### src/rtl/qpi_channel_arbiter.sv
// qpi_channel_arbiter
//   Shares the QPI TX channels between the frame reader and the frame writer.
//   C0 carries read requests, C1 carries write requests (header + cache line).
//   Each channel uses a bounded-burst round-robin arbiter.
//   Grants go back to the requesters combinationally in the same cycle.
//   A registered stage then drives the TX channel one cycle later.
//
// Ports
//   clk, resetb             clock; synchronous active-low reset
//   i_afu_en                AFU enable; low behaves exactly like reset
//   i_c0/c1_almostfull      TX back-pressure; blocks all grants on that channel
//   i_{rd,wr}_c0_req/hdr    C0 requests from reader / writer
//   i_{rd,wr}_c1_req/hdr    C1 requests from reader / writer
//   i_{rd,wr}_c1_data       C1 cache-line data
//   o_{rd,wr}_c{0,1}_grant  same-cycle accepts, combinational
//   o_tx0_valid/hdr         registered C0 TX request
//   o_tx1_valid/hdr/data    registered C1 TX request
//
// Optional feature, macro QPI_ARB_STATS_EN
//   Adds 32-bit wrapping grant counters o_{rd,wr}_c{0,1}_cnt.
//   Adds o_af_stall_cnt, which counts cycles where a request was blocked only
//   by almost-full.
//   Arbitration behaviour is the same with or without the macro.
module qpi_channel_arbiter #(
  parameter int unsigned HDR_WIDTH   = 61,
  parameter int unsigned DATA_WIDTH  = 512,
  parameter int unsigned BURST_LEN   = 4,
  parameter int unsigned BURST_CNT_W = 3
) (
  input  logic                  clk,
  input  logic                  resetb,
  input  logic                  i_afu_en,
  input  logic                  i_c0_almostfull,
  input  logic                  i_c1_almostfull,
  input  logic                  i_rd_c0_req,
  input  logic                  i_wr_c0_req,
  input  logic [HDR_WIDTH-1:0]  i_rd_c0_hdr,
  input  logic [HDR_WIDTH-1:0]  i_wr_c0_hdr,
  input  logic                  i_rd_c1_req,
  input  logic                  i_wr_c1_req,
  input  logic [HDR_WIDTH-1:0]  i_rd_c1_hdr,
  input  logic [HDR_WIDTH-1:0]  i_wr_c1_hdr,
  input  logic [DATA_WIDTH-1:0] i_rd_c1_data,
  input  logic [DATA_WIDTH-1:0] i_wr_c1_data,
  output logic                  o_rd_c0_grant,
  output logic                  o_wr_c0_grant,
  output logic                  o_rd_c1_grant,
  output logic                  o_wr_c1_grant,
  output logic                  o_tx0_valid,
  output logic [HDR_WIDTH-1:0]  o_tx0_hdr,
  output logic                  o_tx1_valid,
  output logic [HDR_WIDTH-1:0]  o_tx1_hdr,
  output logic [DATA_WIDTH-1:0] o_tx1_data
`ifdef QPI_ARB_STATS_EN
  ,
  output logic [31:0]           o_rd_c0_cnt,
  output logic [31:0]           o_wr_c0_cnt,
  output logic [31:0]           o_rd_c1_cnt,
  output logic [31:0]           o_wr_c1_cnt,
  output logic [31:0]           o_af_stall_cnt
`endif
);

  localparam logic [BURST_CNT_W-1:0] BurstMax = BURST_CNT_W'(BURST_LEN);

  logic                         w_run;
  logic [1:0]                   w_rd_req;
  logic [1:0]                   w_wr_req;
  logic [1:0]                   w_af;
  logic [1:0]                   w_rd_gnt;
  logic [1:0]                   w_wr_gnt;
  // Owner per channel: 0 = reader, 1 = writer.
  logic [1:0]                   r_owner;
  logic [1:0]                   w_owner_nxt;
  logic [1:0][BURST_CNT_W-1:0]  r_burst_cnt;
  logic [1:0][BURST_CNT_W-1:0]  w_burst_cnt_nxt;

  assign w_run    = resetb & i_afu_en;
  assign w_rd_req = {i_rd_c1_req, i_rd_c0_req};
  assign w_wr_req = {i_wr_c1_req, i_wr_c0_req};
  assign w_af     = {i_c1_almostfull, i_c0_almostfull};

  // Index 0 is C0 and index 1 is C1. Both channels use the same logic.
  always_comb begin
    w_rd_gnt        = '0;
    w_wr_gnt        = '0;
    w_owner_nxt     = r_owner;
    w_burst_cnt_nxt = r_burst_cnt;
    for (int ch = 0; ch < 2; ch++) begin
      if (w_run && !w_af[ch]) begin
        if (w_rd_req[ch] && w_wr_req[ch]) begin
          // While the burst budget lasts, the owner keeps the channel.
          // After that, the other requester gets it.
          w_wr_gnt[ch] = (r_burst_cnt[ch] < BurstMax) ? r_owner[ch] : !r_owner[ch];
          w_rd_gnt[ch] = !w_wr_gnt[ch];
        end else begin
          w_rd_gnt[ch] = w_rd_req[ch];
          w_wr_gnt[ch] = w_wr_req[ch];
        end
      end
      if (w_rd_gnt[ch] || w_wr_gnt[ch]) begin
        if (w_wr_gnt[ch] == r_owner[ch]) begin
          if (r_burst_cnt[ch] < BurstMax) begin
            w_burst_cnt_nxt[ch] = r_burst_cnt[ch] + 1'b1;
          end
        end else begin
          w_owner_nxt[ch]     = w_wr_gnt[ch];
          w_burst_cnt_nxt[ch] = BURST_CNT_W'(1);
        end
      end
    end
  end

  assign o_rd_c0_grant = w_rd_gnt[0];
  assign o_wr_c0_grant = w_wr_gnt[0];
  assign o_rd_c1_grant = w_rd_gnt[1];
  assign o_wr_c1_grant = w_wr_gnt[1];

  always_ff @(posedge clk) begin
    if (!w_run) begin
      r_owner     <= '0;
      r_burst_cnt <= '0;
    end else begin
      r_owner     <= w_owner_nxt;
      r_burst_cnt <= w_burst_cnt_nxt;
    end
  end

  // Registered TX stage. Header and data hold their value when nothing is granted.
  always_ff @(posedge clk) begin
    if (!w_run) begin
      o_tx0_valid <= 1'b0;
      o_tx0_hdr   <= '0;
      o_tx1_valid <= 1'b0;
      o_tx1_hdr   <= '0;
      o_tx1_data  <= '0;
    end else begin
      o_tx0_valid <= w_rd_gnt[0] | w_wr_gnt[0];
      o_tx1_valid <= w_rd_gnt[1] | w_wr_gnt[1];
      if (w_rd_gnt[0]) begin
        o_tx0_hdr <= i_rd_c0_hdr;
      end else if (w_wr_gnt[0]) begin
        o_tx0_hdr <= i_wr_c0_hdr;
      end
      if (w_rd_gnt[1]) begin
        o_tx1_hdr  <= i_rd_c1_hdr;
        o_tx1_data <= i_rd_c1_data;
      end else if (w_wr_gnt[1]) begin
        o_tx1_hdr  <= i_wr_c1_hdr;
        o_tx1_data <= i_wr_c1_data;
      end
    end
  end

`ifdef QPI_ARB_STATS_EN
  logic w_af_stall;

  // Almost-full is the only blocker here: reset and disable are already
  // excluded by w_run.
  assign w_af_stall = w_run && ((w_af[0] && (w_rd_req[0] || w_wr_req[0])) ||
                                (w_af[1] && (w_rd_req[1] || w_wr_req[1])));

  always_ff @(posedge clk) begin
    if (!w_run) begin
      o_rd_c0_cnt    <= '0;
      o_wr_c0_cnt    <= '0;
      o_rd_c1_cnt    <= '0;
      o_wr_c1_cnt    <= '0;
      o_af_stall_cnt <= '0;
    end else begin
      o_rd_c0_cnt    <= o_rd_c0_cnt + 32'(w_rd_gnt[0]);
      o_wr_c0_cnt    <= o_wr_c0_cnt + 32'(w_wr_gnt[0]);
      o_rd_c1_cnt    <= o_rd_c1_cnt + 32'(w_rd_gnt[1]);
      o_wr_c1_cnt    <= o_wr_c1_cnt + 32'(w_wr_gnt[1]);
      o_af_stall_cnt <= o_af_stall_cnt + 32'(w_af_stall);
    end
  end
`endif

endmodule

### config.mk
export PLATFORM = sky130hd
export DESIGN_NAME = qpi_channel_arbiter
export DESIGN_NICKNAME = d
export VERILOG_FILES = /design/src/rtl/qpi_channel_arbiter.sv
export SDC_FILE = /design/constraint.sdc
export NUM_CORES = 2
export LEC_CHECK = 0
export CORE_AREA = 2 2 737 739
export DETAILED_ROUTE_END_ITERATION = 10
export DIE_AREA = 0 0 739 741
export DONT_BUFFER_PORTS = 1
export PLACE_DENSITY_LB_ADDON = 0.15
export SETUP_SLACK_MARGIN = 0.3
export SYNTH_ARGS = -nofsm -noshare
export SYNTH_HDL_FRONTEND = slang
export SYNTH_SLANG_ARGS = --single-unit
### constraint.sdc
create_clock -name clk -period 1.9 [get_ports clk]
set_input_delay 0.19 -clock clk [delete_from_list [all_inputs] [get_ports clk]]
set_output_delay 0.19 -clock clk [all_outputs]
set_load 0.02 [all_outputs]
After elaboration in Yosys (flattened, before gate mapping)
Index checks and enable logic that the tools add are counted.
Cells by class
  $add $sub $neg: 2
  order comparisons: 2
  eq/ne operators: 4
  mux-type cells: 20
  bitwise gates (word level): 5
  reduce and logical (&&, ||, !) cells: 18
Operator list (count)
  2-to-1 mux 512 bit: 2
  2-to-1 mux 61 bit: 4
  2-to-1 mux 3 bit: 4
  2-to-1 mux 1 bit: 10
  AND reduction 2 bit: 4
  adder 3 x 1 -> 3 bit, second input constant: 2
  zero test 1 bit: 6
  less-than comparator 3 bit, second input constant: 2
  logical AND 1 bit: 4
  nonzero test 2 bit: 2
  == test 1 bit: 2
  logical OR 1 bit: 2
  != test 2 x 1 -> 1 bit, second input constant: 1
  != test 2 bit, second input constant: 1
  NOT 1 bit: 2
  OR 1 bit: 2
  bitwise AND 1 bit: 1
Storage, ports and cells
  register bits after elaboration: 644
  output and inout port bits: 640

Logic depth before layout (Yosys ltp)
  word-level depth: 7
  mapped depth: 8
  gate-level depth less buffers: 5

Worst setup path after synthesis
No wires, ideal clock.
  kind: reg-to-reg
  start point: register r_owner[1]
  end point: register o_tx1_data[113]
  library setup time: 0.122 ns
  arrival: 1.678 ns
  data required time: 1.778 ns
  setup slack: 0.101 ns
  cell stages (with the launch flop): 9
  path through: dfxtp_1 -> buf_2 -> xor2_1 -> a211o_1 -> buf_6 -> buf_6 -> clkbuf_1 -> and3_1 -> a221o_1
On the way
  word-level cells in the longest chain between the ends: 6
Ends and longest elaborated chain
  from (decl): RTL line 73  | logic [1:0] r_owner;
  from (signal assigned): RTL line 124  | r_owner <= w_owner_nxt;
  zero test 1 bit: RTL line 94  | w_wr_gnt[ch] = (r_burst_cnt[ch] < BurstMax) ? r_owner[ch] : !r_owner[ch];
  2-to-1 mux 1 bit *: RTL line 94
  zero test 1 bit: RTL line 95  | w_rd_gnt[ch] = !w_wr_gnt[ch];
  2-to-1 mux 1 bit: RTL line 91  | if (w_rd_req[ch] && w_wr_req[ch]) begin
  2-to-1 mux 1 bit: RTL line 90  | if (w_run && !w_af[ch]) begin
  2-to-1 mux 512 bit / nonzero test 2 bit (equally long branches)
  to (signal assigned): RTL line 147  | o_tx1_data <= i_rd_c1_data;
  to (signal assigned): RTL line 150  | o_tx1_data <= i_wr_c1_data;
  to (decl): RTL line 53  | output logic [DATA_WIDTH-1:0] o_tx1_data
Every way passes the cells marked *; elsewhere a longest branch is shown, timed or not.
A chain may end at the register's enable or synchronous reset.

Worst setup path after layout
  start point: register r_owner[1]
  end point: register o_tx1_data[465]
Same word-level chain as after synthesis.

==> out/results.ini <==
[grt]
grt_antenna_before_repair = 229
grt_pass1_wl_um = 486000
globalRouteOverflowTotal = 0
via_count_of_the_first_global_routing_pass = 34900
grt_start_max_net_pins = 60
global_route.usage.total_pct = 14.2

[die]
die_h_um = 741
design.portCount = 1917
placementRows = 270
die-area_um2 = 548000
core_ar_um2 = 540000
floorplan.initialDensity_pct = 4.68
chipWidth_um = 739

[logic_synthesis]
mappedNetlistArea_um2 = 25200
ys_warn_count = 0
async_flop_share_pct = 0
ys_seq_elements = 644
syn_nets = 3664
dominantRegCellSynth = sky130_fd_sc_hd__dfxtp_1
synth_enable_flop_cells = 0
seq_area_frac_synth_pct = 51.1
synthCells = 2385
syn-mean-instance-area_um2 = 10.6
synth.lib_cells_used.distinct = 32

[drt]
drt_first_pass_iters = 5
drt.antenna.violating_nets = 0
drcViolationCount = 0
viasPerCell = 2.80
drt_iter0_drc = 2966
drt_wl_total_um = 409000
detail_route.wl_per_cell_um = 34.4
num_vias = 33300

[placed_design]
dp_slack_ns = -0.378
placement.io_buffers = 0
gp_routability_congestion = 0.909
place_hpwl_um = 349000

[worst_setup_path]
critical_path.endpoint_type = flip-flop
rr_startpoint = r_owner[1]$_SDFFE_PP0P_
reg2regPathDepth = 10
crit-reg2reg-capture = o_tx1_data[465]$_SDFFE_PP0P_
timing.critical_path.from_type = flip-flop
worstSetupPathType = flip-flop to flip-flop
regToRegSetupSlack_ns = -0.61
worstSetupEndpoint = o_tx1_data[465]$_SDFFE_PP0P_
critPathMaxFanout = 9
required_ns = 2.62
critPathArrivalTime_ns = 3.23
launching_instance_or_port_of_the_critical_path = r_owner[1]$_SDFFE_PP0P_

[sta]
finalMaxSlewViolations = 0
worst_slew_pin_slew_ns = 0.843
finalHoldViolations = 0
final.setup.tns_ns = -262.56
fin_ws_ns = -0.611
report.final.setup_viol = 579
max-slew-margin-rel_pct = 43.7
rsz_0062_raised_after_global_routing = yes
fmaxAchievable_mhz = 398
layout_skew_ns = 0.0358
final_min_period_over_clock_period_pct = 132
period_needed_ns = 2.51

[final_layout]
area_grow_syn2layout_pct = 145
finish.net_count = 5812
layout.filler_cells = 61800
seq_area_um2 = 12900
drive_gt1_share_pct = 20.7
combined_area_of_the_multi_input_logic_cells_um2 = 11800

[outcome]
violated_checks = negative setup slack
status = finished, violations left

[cts]
root_buffer_cell = sky130_fd_sc_hd__clkbuf_16
number_of_buffers_created_by_cts = 98
clock_buffer_depth = 4
cts_tree = built
cts.htree.levels = 3
clkSlewWorstSetupHoldPaths_ns = 0.06
cts.sinks = 644
clk_latency_worst_skew_pair_ns = 0.87

[flow_run]
maxcap_violations = 0

[power_and_ir_drop]
intPower_w = 0.0300
powerDensity_nw_per_um2 = 713
max_rail_drop_vdd_mv = 0.711
power.clock.fraction_pct = 45.1
leakage_nw = 23.9
power.sequential.fraction_pct = 36.1
combinationalPowerShare_pct = 18.8
sw_frac_of_total_pct = 31.9
switching_power_w = 0.0141

[hold_path]
holdCritPathClass = input pin to flip-flop
number_of_instances_on_the_worst_hold_path = 3

-- worst max-delay path: stages, from the launching register on --
cell	delay, ns
sky130_fd_sc_hd__dfxtp_2	0.33
sky130_fd_sc_hd__xor2_2	0.18
sky130_fd_sc_hd__a211o_4	0.37
sky130_fd_sc_hd__buf_4	0.15
sky130_fd_sc_hd__buf_6	0.11
sky130_fd_sc_hd__buf_16	0.15
sky130_fd_sc_hd__buf_12	0.18
sky130_fd_sc_hd__buf_16	0.15
sky130_fd_sc_hd__bufbuf_16	0.28
sky130_fd_sc_hd__and3_4	0.17
sky130_fd_sc_hd__a221o_1	0.27
-- worst min path at each step --
stage,startpoint,to,slack [ns]
6_report,i_wr_c1_req,r_owner[1]$_SDFFE_PP0P_,0.08
5_1_grt,i_wr_c1_req,r_owner[1]$_SDFFE_PP0P_,0.02
4_1_cts,i_wr_c1_req,r_burst_cnt[5]$_SDFFE_PP0P_,-0.39
3_5_place_dp,i_rd_c1_data[465],o_tx1_data[465]$_SDFFE_PP0P_,0.33
3_3_place_gp,i_rd_c1_data[465],o_tx1_data[465]$_SDFFE_PP0P_,0.33
2_1_floorplan,i_rd_c1_data[0],o_tx1_data[0]$_SDFFE_PP0P_,0.33
-- cell families after synthesis --
kind of cell,count (synthesis),synth area share [%]
DFF,644,51.1
buffers and inverters,296,6.03
muxes,5,0.208
and+or+nand+nor,781,18.0
xor gates and xnor gates,2,0.0694
adders and majority gates,2,0.0991
AOI/OAI and AO/OA,655,24.5
-- per-layer routing --
| metal | up-vias | routed length [um] | track usage (%) |
|---|---|---|---|
| li1 | 14100 | - | - |
| met1 | 16500 | 138000 | 14.0 |
| met2 | 2182 | 173000 | 21.3 |
| met3 | 600 | 79500 | 12.5 |
| met4 | 46 | 18800 | 5.37 |
| met5 | - | 295 | 0.00874 |
-- cell usage in the layout (no fill, tap or decap), drive strengths merged, types with 2 or more instances in the layout --
cell and count:
dlygate4sd3 1747, dfxtp 644, a221o 573, and3 573, buf 569, clkbuf 153, nor3 124, diode 104
nor2 68, o21ai 63, clkinv 18, bufinv 12, inv 10, a21oi 8, nand2 7, nand2b 4
clkinvlp 4, bufbuf 4, mux2i 3, o21ba 2, mux2 2, o211ai 2, nor2b 2, ha 2
xor2 2, and2 2, a211o 2
-- area by class of cell --
type / instances / share of cell area (%)
Inverter: 7 / 0.0587
Sequential cell: 644 / 20.9
Timing Repair Buffer: 2337 / 39.6
Clock inverter: 37 / 0.868
Tap cell: 7208 / 14.6
Antenna cell: 104 / 0.421
Clock buffer: 136 / 4.49
Multi-Input combinational cell: 1445 / 19.1
-- cell usage after synthesis (2+ instances only) --
cell type	number	area share (%)
sky130_fd_sc_hd__a211o_1	2	0.069
sky130_fd_sc_hd__a21oi_1	8	0.16
sky130_fd_sc_hd__a221o_1	573	23
sky130_fd_sc_hd__and2_1	2	0.050
sky130_fd_sc_hd__and3_1	573	14
sky130_fd_sc_hd__buf_2	76	1.5
sky130_fd_sc_hd__buf_4	30	0.89
sky130_fd_sc_hd__buf_6	27	1.2
sky130_fd_sc_hd__clkbuf_1	155	2.3
sky130_fd_sc_hd__dfxtp_1	644	51
sky130_fd_sc_hd__ha_1	2	0.099
sky130_fd_sc_hd__inv_1	4	0.059
sky130_fd_sc_hd__inv_2	3	0.045
sky130_fd_sc_hd__mux2_2	2	0.089
sky130_fd_sc_hd__mux2i_1	3	0.12
sky130_fd_sc_hd__nand2_1	7	0.10
sky130_fd_sc_hd__nand2b_1	4	0.099
sky130_fd_sc_hd__nor2_1	68	1.0
sky130_fd_sc_hd__nor2b_1	2	0.050
sky130_fd_sc_hd__nor3_1	124	2.5
sky130_fd_sc_hd__o211ai_1	2	0.059
sky130_fd_sc_hd__o21ai_0	63	1.2
sky130_fd_sc_hd__xor2_1	2	0.069
-- through the flow --
| step | hold slack, ns | utilization (%) | total power (W) | area [um2] | instances |
|---|---|---|---|---|---|
| after floorplan | 0.329 | - | 0.0169 | 25400 | 2385 |
| after global placement | 0.330 | 6.91 | 0.0205 | 37300 | 9785 |
| after detailed placement | 0.332 | 6.91 | 0.0205 | 37300 | 9785 |
| after CTS | -0.388 | 11.1 | 0.0449 | 60100 | 11800 |
| after global routing | 0.0245 | 11.4 | 0.0458 | 61700 | 11900 |
| final | 0.0787 | 11.5 | 0.0441 | 61800 | 11900 |
-- registers in the layout, indices dropped and copies added (netlist names) --
| name | count |
|---|---|
| r_burst_cnt | 6 |
| o_tx1_data | 512 |
| o_tx0_valid | 1 |
| o_tx1_valid | 1 |
| o_tx1_hdr | 61 |
| o_tx0_hdr | 61 |
| r_owner | 2 |
-- power groups by stage --
stage,Clock [W],Sequential [W],Combinational [W]
after global routing,0.0210,0.0160,0.00883
after detailed placement,0,0.0162,0.00428
after CTS,0.0207,0.0159,0.00826
after floorplan,0,0.0156,0.00131
after global placement,0,0.0162,0.00430
final,0.0199,0.0159,0.00829
-- timing repair --
item / CTS / global route
endpoints found under the hold margin: 642 / 3
pin swaps: 12 / 3
cloned: 32 / 21
hold buffers: 1746 / 1
endpoints found under the setup margin: 1245 / 1194
setup buffers: 36 / 20
resized for setup: 171 / 184
(Power assumes the default switching activity.)
